<file path="src/rtl/ofm_rd_addr_controller_pkg.sv">
// -----------------------------------------------------------------------------
// ofm_rd_addr_controller_pkg
//
// Shared definitions for the output-feature-map address controllers:
//   - ofm_rd_state_e : state encoding of the read-address sequencer
//   - calc_plane     : words per channel plane (OFM_SIZE * OFM_SIZE)
//   - calc_num_tiles : tiles needed to cover a plane, including a partial
//                      last tile
// -----------------------------------------------------------------------------
package ofm_rd_addr_controller_pkg;

    typedef enum logic [1:0] {
        IDLE     = 2'd0,
        ISSUE    = 2'd1,
        TILE_ADV = 2'd2,
        DONE     = 2'd3
    } ofm_rd_state_e;

    function automatic int unsigned calc_plane(input int unsigned ofm_size);
        return ofm_size * ofm_size;
    endfunction

    function automatic int unsigned calc_num_tiles(input int unsigned plane,
                                                   input int unsigned tile);
        return (plane + tile - 1) / tile;
    endfunction

endpackage

</file>
<file path="src/rtl/ofm_rd_addr_controller.sv">
// -----------------------------------------------------------------------------
// ofm_rd_addr_controller
//
// Walks an output feature map tile by tile. For every tile of SYSTOLIC_SIZE
// pixels it issues one burst per channel plane (NUM_CHANNEL bursts), each
// burst starting at base + ch*PLANE. The last tile of a plane may be partial,
// in which case the burst length is the remaining word count.
//
// Ports
//   clk        : system clock, rising edge
//   rst_n      : asynchronous active-low reset
//   start      : single-cycle frame request, honoured only in IDLE
//   rd_ready   : consumer accepts the current address (used only with rd_valid)
//   rd_addr    : word start address of the current burst
//   rd_len     : words in the current burst
//   rd_valid   : rd_addr / rd_len / rd_last_ch are valid
//   rd_last_ch : current burst is the last channel of the tile
//   busy       : controller is not IDLE
//   done       : one-cycle pulse at frame completion
// -----------------------------------------------------------------------------
module ofm_rd_addr_controller
    import ofm_rd_addr_controller_pkg::*;
#(
    parameter int SYSTOLIC_SIZE = 16,
    parameter int OFM_SIZE      = 414,
    parameter int NUM_CHANNEL   = 16,
    parameter int ADDR_WIDTH    = 22
) (
    input  logic                                 clk,
    input  logic                                 rst_n,
    input  logic                                 start,
    input  logic                                 rd_ready,
    output logic [ADDR_WIDTH-1:0]                rd_addr,
    output logic [$clog2(SYSTOLIC_SIZE+1)-1:0]   rd_len,
    output logic                                 rd_valid,
    output logic                                 rd_last_ch,
    output logic                                 busy,
    output logic                                 done
);

    localparam int LEN_W = $clog2(SYSTOLIC_SIZE + 1);
    localparam int CH_W  = (NUM_CHANNEL > 1) ? $clog2(NUM_CHANNEL) : 1;

    localparam logic [ADDR_WIDTH-1:0] PLANE    = ADDR_WIDTH'(calc_plane(OFM_SIZE));
    localparam logic [ADDR_WIDTH-1:0] TILE     = ADDR_WIDTH'(SYSTOLIC_SIZE);
    localparam logic [CH_W-1:0]       LAST_CH  = CH_W'(NUM_CHANNEL - 1);
    localparam logic [LEN_W-1:0]      FULL_LEN = LEN_W'(SYSTOLIC_SIZE);
    // With a single channel the first beat of a tile is also its last.
    localparam logic                  FIRST_IS_LAST = (NUM_CHANNEL == 1);

    // Burst length for a tile starting at 'base': a full tile, or whatever
    // is left of the plane for the partial last tile.
    function automatic logic [LEN_W-1:0] burst_len(input logic [ADDR_WIDTH-1:0] base);
        logic [ADDR_WIDTH-1:0] remain;
        remain = PLANE - base;
        if (remain >= TILE) begin
            return FULL_LEN;
        end
        return LEN_W'(remain);
    endfunction

    ofm_rd_state_e          r_state;
    ofm_rd_state_e          w_state_nxt;

    logic [ADDR_WIDTH-1:0]  r_base;
    logic [ADDR_WIDTH-1:0]  w_base_nxt;
    logic [CH_W-1:0]        r_ch;
    logic [CH_W-1:0]        w_ch_nxt;
    // Running ch*PLANE, built by accumulation rather than multiplication.
    logic [ADDR_WIDTH-1:0]  r_ch_off;
    logic [ADDR_WIDTH-1:0]  w_ch_off_nxt;

    logic [ADDR_WIDTH-1:0]  r_rd_addr;
    logic [ADDR_WIDTH-1:0]  w_rd_addr_nxt;
    logic [LEN_W-1:0]       r_rd_len;
    logic [LEN_W-1:0]       w_rd_len_nxt;
    logic                   r_rd_valid;
    logic                   w_rd_valid_nxt;
    logic                   r_rd_last_ch;
    logic                   w_rd_last_ch_nxt;
    logic                   r_done;
    logic                   w_done_nxt;

    logic                   w_accept;

    assign w_accept = r_rd_valid && rd_ready;

    // State register
    always_ff @(posedge clk or negedge rst_n) begin
        if (!rst_n) begin
            r_state <= IDLE;
        end else begin
            r_state <= w_state_nxt;
        end
    end

    // Next-state and next-output logic; outputs are registered so each
    // value computed here appears on the cycle after the deciding edge.
    always_comb begin
        w_state_nxt      = r_state;
        w_base_nxt       = r_base;
        w_ch_nxt         = r_ch;
        w_ch_off_nxt     = r_ch_off;
        w_rd_addr_nxt    = r_rd_addr;
        w_rd_len_nxt     = r_rd_len;
        w_rd_valid_nxt   = r_rd_valid;
        w_rd_last_ch_nxt = r_rd_last_ch;
        w_done_nxt       = 1'b0;

        case (r_state)
            IDLE: begin
                if (start) begin
                    w_state_nxt      = ISSUE;
                    w_base_nxt       = '0;
                    w_ch_nxt         = '0;
                    w_ch_off_nxt     = '0;
                    w_rd_addr_nxt    = '0;
                    w_rd_len_nxt     = burst_len('0);
                    w_rd_valid_nxt   = 1'b1;
                    w_rd_last_ch_nxt = FIRST_IS_LAST;
                end
            end

            ISSUE: begin
                if (w_accept) begin
                    if (r_ch != LAST_CH) begin
                        // Next channel of the same tile, back-to-back.
                        w_ch_nxt         = r_ch + CH_W'(1);
                        w_ch_off_nxt     = r_ch_off + PLANE;
                        w_rd_addr_nxt    = r_base + r_ch_off + PLANE;
                        w_rd_last_ch_nxt = ((r_ch + CH_W'(1)) == LAST_CH);
                    end else begin
                        w_state_nxt      = TILE_ADV;
                        w_rd_valid_nxt   = 1'b0;
                        w_rd_last_ch_nxt = 1'b0;
                        w_base_nxt       = r_base + TILE;
                        w_ch_nxt         = '0;
                        w_ch_off_nxt     = '0;
                    end
                end
            end

            TILE_ADV: begin
                if (r_base < PLANE) begin
                    w_state_nxt      = ISSUE;
                    w_rd_addr_nxt    = r_base;
                    w_rd_len_nxt     = burst_len(r_base);
                    w_rd_valid_nxt   = 1'b1;
                    w_rd_last_ch_nxt = FIRST_IS_LAST;
                end else begin
                    w_state_nxt = DONE;
                    w_done_nxt  = 1'b1;
                end
            end

            DONE: begin
                w_state_nxt = IDLE;
                w_base_nxt  = '0;
            end

            default: begin
                w_state_nxt = IDLE;
            end
        endcase
    end

    // Datapath and output registers
    always_ff @(posedge clk or negedge rst_n) begin
        if (!rst_n) begin
            r_base       <= '0;
            r_ch         <= '0;
            r_ch_off     <= '0;
            r_rd_addr    <= '0;
            r_rd_len     <= '0;
            r_rd_valid   <= 1'b0;
            r_rd_last_ch <= 1'b0;
            r_done       <= 1'b0;
        end else begin
            r_base       <= w_base_nxt;
            r_ch         <= w_ch_nxt;
            r_ch_off     <= w_ch_off_nxt;
            r_rd_addr    <= w_rd_addr_nxt;
            r_rd_len     <= w_rd_len_nxt;
            r_rd_valid   <= w_rd_valid_nxt;
            r_rd_last_ch <= w_rd_last_ch_nxt;
            r_done       <= w_done_nxt;
        end
    end

    assign rd_addr    = r_rd_addr;
    assign rd_len     = r_rd_len;
    assign rd_valid   = r_rd_valid;
    assign rd_last_ch = r_rd_last_ch;
    assign done       = r_done;
    assign busy       = (r_state != IDLE);

endmodule
</file>
<file path="config.mk">
export PLATFORM = sky130hd
export DESIGN_NAME = ofm_rd_addr_controller
export DESIGN_NICKNAME = d
export VERILOG_FILES = /design/src/rtl/ofm_rd_addr_controller_pkg.sv /design/src/rtl/ofm_rd_addr_controller.sv
export SDC_FILE = /design/constraint.sdc
export NUM_CORES = 1
export LEC_CHECK = 0
export ABC_AREA = 1
export BUFFER_PORTS_ARGS = -buffer_cell sky130_fd_sc_hd__buf_2
export CORE_MARGIN = 4
export CORE_UTILIZATION = 60
export CTS_CLUSTER_SIZE = 8
export DETAILED_ROUTE_END_ITERATION = 8
export GPL_TIMING_DRIVEN = 1
export PLACE_DENSITY_LB_ADDON = 0.3
export SYNTH_ARGS = -nofsm -noshare
export SYNTH_HDL_FRONTEND = slang
export SYNTH_SLANG_ARGS = --single-unit
</file>
<file path="constraint.sdc">
create_clock -name clk -period 3.1 [get_ports clk]
set_clock_uncertainty 0.05 [all_clocks]
set_input_delay 0.62 -clock clk [delete_from_list [all_inputs] [get_ports clk]]
set_output_delay 0.62 -clock clk [all_outputs]
set_load 0.05 [all_outputs]
</file>
==> flow_summary.yaml, run 1 <==
cts:
  clock-sinks: 72
  clk_path_buf_depth: 2
  cts_hold_buf: 0
  cts_root_buf: "clkbuf_8"
  clk_pin_slew_ps: 80
  clock_latency_ps: 350
  htree_levels: 3
  cts_setup_buffers: 0
  post_cts_resized: 0
  cts_buffers: 9
  cts_tree: "done"
place:
  place_congestion: 0.952
  dpl_cell_area_um2: 5820
  dpl.hpwl_um: 12400
  port_buffers: 32
yosys:
  synth_top_area_frac: 0.324
  synth_edf_count: 0
  post-synth-top-area-cell: "dfrtp_1"
  syn-cell-area_um2: 5560
  syn_area_per_cell_um2: 6.92
  synth-main-ff-cell: "dfrtp_1"
  syn_inst: 803
  synth.most_common_cell: "nand2_1"
  yosys-top-cells-count: "nand2_1, inv_1, nor2_1"
  post_synth_num_cell_types: 48
  yosysSeqAreaShare: 0.324
  yosys-top-cells-area: "dfrtp_1, nand2_1, ha_1"
  async_reset_ff_frac: 1.00
  ys_seq_elements: 72
  yosys_warnings: 0
routing:
  route.met2.wl_um: 7740
  drt_wl_total_um: 16000
  m1WireLength_um: 6670
  postRouteAntennaNets: 0
  routed.top_layer: "met4"
  drt-initial-drc-count: 420
  wl_per_cell_um: 16.8
  wl_met3_um: 984
  dr.pass1.iters: 5
  via_per_inst: 5.87
  drc: 0
  vias: 5585
setup_path:
  critPathArrivalTime_ps: 2840
  cp_max_fo: 16
  cp-end-kind: "register"
  crit_slowest_cell: "dfrtp_1"
  crit_chain: "inv_1, ha_1, inv_2, or2_1, nand2_2, a21oi_2, buf_4, inv_2, nor2_2, inv_1, o21ai_0, a21oi_1"
  critPathKind: "register to register"
  required_ps: 3280
  rrSetupSlack_ps: 440
  cp-start-kind: "register"
  slowest_delay_ps: 400
power_and_ir_drop:
  switchingPower_mw: 2.83
  seqPwrFrac: 0.249
  swShare: 0.525
  p_clk_frac: 0.160
  total_power_mw: 5.39
  intPower_mw: 2.56
  power_density_nw_per_um2: 892
  combinationalPowerShare: 0.591
  power_leakage_nw: 3.22
  ir_worst_vdd_mv: 0.662
timing:
  finalSetupViolCount: 0
  slew_headroom: 0.382
  worst_pin_slew_ps: 926
  fin_tns_setup_ps: 0
  rsz0062_at_grt: "no"
  hold_violations: 0
  finalCritPeriodShare: 0.858
  fmax_mhz: 376
  period_minus_slack_ps: 2660
  slew_violations: 0
grt:
  grt_max_degree: 73
  grt_pass1_wl_um: 26600
  antenna_found_initial: 0
  overflow: 0
  gr-usage-all-layers: 0.304
  grt_pass1_vias: 5368
final_layout:
  final_nets: 890
  area_delta_synth_final_pct: 8.80
  final_area_um2: 6050
  antennaDiodeCount: 0
  drive_above_1_share: 0.106
floorplanning:
  die_w_um: 104
  ios: 35
  num_rows: 34
  die_y_um: 104
  core_um2: 8850
  initial_core_util: 0.628
  dieArea_um2: 10900
run:
  drv_cap: 0
hold_path:
  hold_class: "primary input to async pin"
outcome:
  status: "finished, final reports clean"
## through the flow
stage               cells  worst slack (ps)  utilization  hold WS [ps]
global placement      935               492        0.657           394
global route          951               215        0.683           415
floorplan             805               845            -           274
CTS                   951               505        0.683           371
finish                951               440        0.683           355
detailed placement    935               512        0.657           408
## final timing paths
path                       startpoint      endpoint  depth (start not counted)
min reg2reg                rd_addr[0]    rd_addr[0]                          2
min                             rst_n    r_base[15]                          1
max                        r_state[1]  r_ch_off[19]                         12
min in group clk           rd_addr[0]    rd_addr[0]                          2
max in group asynchronous       rst_n  r_ch_off[12]                          1
max reg2reg                r_state[1]  r_ch_off[19]                         12
## flip-flops by register name, summed over array words and instances, names as in the netlist
name and flops:
done 1, r_base 18, r_ch 4, r_ch_off 20
r_state 2, rd_addr 22, rd_last_ch 1, rd_len 3
rd_valid 1
## cell families (layout without fill, tap and decap cells)
kind of cell / after synthesis / after routing / synth area share
AO/OA/AOI/OAI: 140 / 140 / 0.138
flip-flops: 72 / 72 / 0.324
XOR/XNOR: 8 / 8 / 0.0126
buffers and inverters: 118 / 156 / 0.0885
AND/OR/NAND/NOR: 416 / 416 / 0.326
other: 1 / 3 / 0.000675
adder cells (fa/ha/maj): 48 / 48 / 0.109
## critical path, delay by kind of cell (launching register included)
kind                     cells  cell delay, ps
buffers and inverters        5             870
AO/OA/AOI/OAI                3             370
AND/OR/NAND/NOR              3             620
flip-flops                   1             400
adder cells (fa/ha/maj)      1             230
## final cells by class
type / instances / area, µm²
Clock inverter: 5 / 78.8
Tap cell: 108 / 135
Timing Repair Buffer: 42 / 238
Multi-Input combinational cell: 615 / 3270
Sequential cell: 72 / 1800
Clock buffer: 11 / 151
Fill cell: 768 / 2800
Inverter: 98 / 370
## layer usage
layer,global-route usage,up-vias
li1,-,2701
met4,0.159,0
met1,0.382,2605
met3,0.0441,48
met2,0.507,231
met5,0,-
## power by group through the flow
stage | sequential (mW) | clock [mW] | combinational, mW
2_1_floorplan | 1.47 | 0 | 2.19
3_3_place_gp | 1.33 | 0 | 3.06
6_report | 1.34 | 0.862 | 3.19
3_5_place_dp | 1.35 | 0 | 3.11
5_1_grt | 1.37 | 0.924 | 3.55
4_1_cts | 1.33 | 0.878 | 3.13
## placed cells by master, fill, tap and decap left out, types with 4 or more instances in the layout
| master | n |
|---|---|
| o22ai_1 | 6 |
| nor3_1 | 18 |
| clkbuf_8 | 11 |
| a21oi_1 | 51 |
| xor2_1 | 4 |
| nand4_1 | 14 |
| nand2_4 | 4 |
| dfrtp_1 | 72 |
| o21ai_0 | 55 |
| inv_1 | 89 |
| buf_4 | 11 |
| inv_2 | 8 |
| ha_1 | 47 |
| buf_2 | 31 |
| nand3_1 | 46 |
| nor2_4 | 4 |
| nand2_1 | 228 |
| nand2_2 | 6 |
| xnor2_1 | 4 |
| a211oi_1 | 4 |
| nor2_1 | 76 |
| o31ai_1 | 4 |
| a31oi_1 | 4 |
Note: power is estimated with default switching activity, not from simulation.
==> run 2: changes to the inputs <==
--- a/config.mk
+++ b/config.mk
@@ -5,10 +5,10 @@
 export SDC_FILE = /design/constraint.sdc
 export NUM_CORES = 1
 export LEC_CHECK = 0
-export ABC_AREA = 1
 export BUFFER_PORTS_ARGS = -buffer_cell sky130_fd_sc_hd__buf_2
 export CORE_MARGIN = 4
 export CORE_UTILIZATION = 60
+export CTS_CLUSTER_DIAMETER = 120
 export CTS_CLUSTER_SIZE = 8
 export DETAILED_ROUTE_END_ITERATION = 8
 export GPL_TIMING_DRIVEN = 1
==> constraint.sdc (replaced) <==
create_clock -name clk -period 3.1 [get_ports clk]
set_clock_uncertainty 0.05 [all_clocks]
set_input_delay 0.62 -clock clk [delete_from_list [all_inputs] [get_ports clk]]
set_output_delay 0.62 -clock clk [all_outputs]
set_load 0.1 [all_outputs]
==> flow_summary.yaml, run 2 <==
outcome:
  status: "finished, final reports clean"
floorplanning:
  num_rows: 34
  core_um2: 8680
  dieArea_um2: 10400
  ios: 35
  die_y_um: 102
  die_w_um: 102
  initial_core_util: 0.613
yosys:
  yosys_warnings: 0
  synth_edf_count: 0
  synth_top_area_frac: 0.339
  syn_inst: 623
  synth-main-ff-cell: "dfrtp_1"
  yosys-top-cells-area: "dfrtp_1, ha_1, o21ai_0"
  synth.most_common_cell: "dfrtp_1"
  syn_area_per_cell_um2: 8.54
  post-synth-top-area-cell: "dfrtp_1"
  syn-cell-area_um2: 5320
  async_reset_ff_frac: 1.00
  ys_seq_elements: 72
  yosysSeqAreaShare: 0.339
  post_synth_num_cell_types: 68
  yosys-top-cells-count: "dfrtp_1, o21ai_0, nand2_1"
routing:
  via_per_inst: 6.40
  vias: 4934
  wl_per_cell_um: 19.0
  drt_wl_total_um: 14600
  dr.pass1.iters: 6
  postRouteAntennaNets: 0
  drc: 0
  drt-initial-drc-count: 399
cts:
  cts_setup_buffers: 0
  cts_buffers: 9
  cts_root_buf: "clkbuf_8"
  cts_hold_buf: 0
  htree_levels: 3
  clk_path_buf_depth: 2
  clock_latency_ps: 360
  cts_tree: "done"
  clk_pin_slew_ps: 90
  clock-sinks: 72
setup_path:
  required_ps: 3290
  cp.buffers_inverters: 2
  crit_chain: "inv_1, ha_1, inv_1, ha_1, a21o_1, a21oi_1, a21oi_1, mux2i_1, a311o_1, mux2_2"
  cp_max_fo: 7
  crit_slowest_cell: "dfrtp_1"
  critPathKind: "register to register"
  crit_family: "compound AO/OA/AOI/OAI gates"
  slowest_delay_ps: 470
  cp-end-kind: "register"
  cp-start-kind: "register"
  critPathArrivalTime_ps: 3120
final_layout:
  drive_above_1_share: 0.133
  area_delta_synth_final_pct: 10.2
  antennaDiodeCount: 0
  largest_register_ffs: 22
  final_nets: 710
  layout_commonest_cell: "dfrtp_1"
  final_util: 0.676
  final_cell_mix: "dfrtp_1, o21ai_0, nand2_1"
place:
  dpl.hpwl_um: 10900
  port_buffers: 32
  place_congestion: 0.941
timing:
  rsz0062_at_grt: "no"
  slew_headroom: 0.479
  finalCritPeriodShare: 0.945
  slew_violations: 0
  fin_tns_setup_ps: 0
  worst_pin_slew_ps: 779
  fmax_mhz: 341
  finalSetupViolCount: 0
  period_minus_slack_ps: 2930
  hold_violations: 0
grt:
  gr-usage-all-layers: 0.294
  overflow: 0
  grt_pass1_vias: 4727
  grt_pass1_wl_um: 23800
  antenna_found_initial: 0
  grt_max_degree: 44
power_and_ir_drop:
  ir_worst_vdd_mv: 0.572
  power_leakage_nw: 2.83
  power_density_nw_per_um2: 862
hold_path:
  hold_class: "primary input to async pin"
run:
  drv_cap: 0
run 2: cell count changes after synthesis, sizes merged, moves of 7 or more:
cell and delta:
nand2 -180, clkbuf +19, a21oi -19, a31oi +8, inv -56, xor2 +7, a22o +7, a21o +13
nand3 -14, nor2 -46, o21ai +13, xnor2 +14, or3 +8
run 2: cell families (layout without fill, tap and decap cells):
group | Yosys count | count (layout) | share of synthesized area
mux | 8 | 8 | 0.0158
simple gates | 185 | 185 | 0.169
flops | 72 | 72 | 0.339
compound gates | 203 | 203 | 0.250
xor+xnor | 29 | 29 | 0.0477
fa+ha+maj | 48 | 48 | 0.114
other cells | 1 | 3 | 0.000705
buf+inv | 77 | 115 | 0.0633
run 2: worst paths after layout:
| check | startpoint | to | slack (ps) | depth (start not counted) |
|---|---|---|---|---|
| max in group asynchronous | rst_n | r_ch_off[11] | 2050 | 2 |
| setup reg to reg | r_base[8] | rd_addr[14] | 170 | 10 |
| hold reg to reg | rd_addr[1] | rd_addr[1] | 440 | 1 |
| min in group clk | rd_addr[1] | rd_addr[1] | 440 | 1 |
| setup / recovery | r_base[8] | rd_addr[14] | 170 | 10 |
| hold / removal | rst_n | rd_len[0] | 260 | 1 |
run 2: final cells by class:
| class | instances | area, µm² |
|---|---|---|
| sequential | 72 | 1800 |
| clock inverter | 4 | 51.3 |
| fill | 700 | 2820 |
| multi-input combinational | 476 | 3190 |
| tap | 108 | 135 |
| timing repair buffer | 56 | 353 |
| clock buffer | 12 | 165 |
| inverter | 43 | 161 |
run 2: timing repair:
| action | 4_1_cts | 5_1_grt |
|---|---|---|
| gates resized for setup | 0 | 3 |
| hold endpoints to repair | 0 | 0 |
| endpoints found under the setup margin | 0 | 5 |
run 2: metrics by stage:
step	power, mW	area [µm²]	std cells	setup WS [ps]	hold slack, ps
3_5_place_dp	4.17	5640	755	78.6	424
5_1_grt	5.37	5860	771	8.26	316
6_report	5.05	5860	771	170	261
2_1_floorplan	3.41	5330	625	375	274
3_3_place_gp	4.11	5640	755	256	413
4_1_cts	5.01	5860	771	43.3	283
run 2: report_power, final:
group	internal (mW)	switching, mW
combinational	0.791	2.13
sequential	1.11	0.192
clock	0.438	0.391
run 2: routing by layer:
metal	up-vias	GRT usage	wire, µm
li1	2320	-	-
met1	2317	0.395	6160
met2	259	0.469	6740
met3	38	0.0485	1190
met4	0	0.130	540
met5	-	0	0
==> run 3: changes to the inputs <==
--- a/config.mk
+++ b/config.mk
@@ -9,7 +9,7 @@
 export CORE_MARGIN = 4
 export CORE_UTILIZATION = 60
 export CTS_CLUSTER_DIAMETER = 120
-export CTS_CLUSTER_SIZE = 8
+export CTS_CLUSTER_SIZE = 40
 export DETAILED_ROUTE_END_ITERATION = 8
 export GPL_TIMING_DRIVEN = 1
 export PLACE_DENSITY_LB_ADDON = 0.3
==> constraint.sdc (replaced) <==
create_clock -name clk -period 2.9 [get_ports clk]
set_clock_uncertainty 0.05 [all_clocks]
set_input_delay 0.58 -clock clk [delete_from_list [all_inputs] [get_ports clk]]
set_output_delay 0.58 -clock clk [all_outputs]
set_load 0.1 [all_outputs]
==> flow_summary.yaml, run 3 (synthesis gave the netlist of run 2 again) <==
outcome:
  status: "finished, final reports clean"
cts:
  cts_tree: "done"
  cts_hold_buf: 0
  htree_levels: 3
  cts_root_buf: "clkbuf_8"
  clock-sinks: 72
  cts_buffers: 9
  clk_pin_slew_ps: 80
  clock_latency_ps: 350
  clk_path_buf_depth: 2
timing:
  rsz0062_at_grt: "no"
  fmax_mhz: 363
  finalSetupViolCount: 0
  slew_headroom: 0.559
  period_minus_slack_ps: 2760
  slew_violations: 0
  fin_tns_setup_ps: 0
  worst_pin_slew_ps: 655
  finalCritPeriodShare: 0.950
  hold_violations: 0
run:
  drv_cap: 0
setup_path:
  required_ps: 3080
  critPathArrivalTime_ps: 2940
  startpoint: "r_base[12]"
  cpMostUsedCell: "inv_1"
  cp-end-kind: "register"
  crit_chain: "inv_1, ha_1, inv_1, ha_4, nand2_1, or4_1, o21ai_2, buf_4, xnor2_1, o21ai_0, mux2_1"
  critPathKind: "register to register"
  cp-start-kind: "register"
  crit_slowest_cell: "or4_1"
  slowest_delay_ps: 560
  cp_max_fo: 6
  reg2reg_from: "r_base[12]"
floorplanning:
  die_w_um: 102
  initial_core_util: 0.613
  ios: 35
  die_y_um: 102
  core_um2: 8680
  num_rows: 34
  dieArea_um2: 10400
final_layout:
  antennaDiodeCount: 0
  largest_register_ffs: 22
  layout_commonest_cell: "dfrtp_1"
  final_cell_mix: "dfrtp_1, o21ai_0, nand2_1"
  final_nets: 725
  drive_above_1_share: 0.156
  area_delta_synth_final_pct: 12.9
  fill_cells: 691
routing:
  via_per_inst: 6.33
  dr.pass1.iters: 5
  vias: 4979
  wl_per_cell_um: 18.9
  drt-initial-drc-count: 407
  drt_wl_total_um: 14900
  drc: 0
  postRouteAntennaNets: 0
power_and_ir_drop:
  power_leakage_nw: 2.90
  ir_worst_vdd_mv: 0.553
  total_power_mw: 5.57
  power_density_nw_per_um2: 928
grt:
  overflow: 0
  gr-usage-all-layers: 0.297
  grt_pass1_vias: 4718
  grt_max_degree: 29
  antenna_found_initial: 0
  grt_pass1_wl_um: 24200
hold_path:
  hold_class: "primary input to async pin"
place:
  port_buffers: 32
  place_congestion: 1.01
  dpl.hpwl_um: 11300
## run 3: worst paths after layout
kind / to / slack (ps) / cells past startpoint
min in group clk: rd_addr[0] / 440 / 1
max in group asynchronous: r_ch_off[12] / 1830 / 2
worst max-delay path: rd_addr[13] / 140 / 11
worst min-delay path: r_state[1] / 180 / 1
worst max register to register: rd_addr[13] / 140 / 11
worst min register to register: rd_addr[0] / 440 / 1
## run 3: stage by stage
step                 util  area [µm²]  worst slack, ps  instances  hold WS [ps]
floorplan               -        5330              175        625           234
global placement    0.661        5730              112        769           413
detailed placement  0.661        5730             23.5        769           425
CTS                 0.687        5960             76.6        785           181
global route        0.692        6010             40.2        786           202
finish              0.692        6010              144        786           181
## run 3: report_power, final
group | leakage, nW | internal (mW) | switching, mW
Combinational | 1.81 | 0.915 | 2.32
Sequential | 0.978 | 1.19 | 0.208
Clock | 0.105 | 0.511 | 0.425
Total | 2.90 | 2.62 | 2.96
## run 3: layer usage
metal / share of wire / GRT usage / vias up
met5: 0 / 0 / -
met4: 0.030 / 0.110 / 0
met3: 0.077 / 0.0451 / 40
met2: 0.46 / 0.467 / 231
met1: 0.44 / 0.414 / 2358
li1: - / - / 2350
## run 3: layout make-up
class	count	area, µm²	share of cell area
clock buffers	10	138	0.0229
well taps	108	135	0.0225
inverters	43	161	0.0269
repair buffers	71	453	0.0754
flip-flops and latches	72	1800	0.300
clock inverters	6	91.3	0.0152
multi-input cells	476	3230	0.537
## run 3: what timing repair did
item	in CTS	in global routing
setup buffers	0	1
setup endpoints to repair	1	5
resized for setup	1	5
## run 3: worst max-delay path, delay by kind of cell, from the launching register on
kind / cells / cell delay [ps]
xor gates and xnor gates: 1 / 100
AOI/OAI and AO/OA: 2 / 280
DFF: 1 / 420
adders and majority gates: 2 / 570
muxes: 1 / 290
and+or+nand+nor: 2 / 610
buffers and inverters: 3 / 310
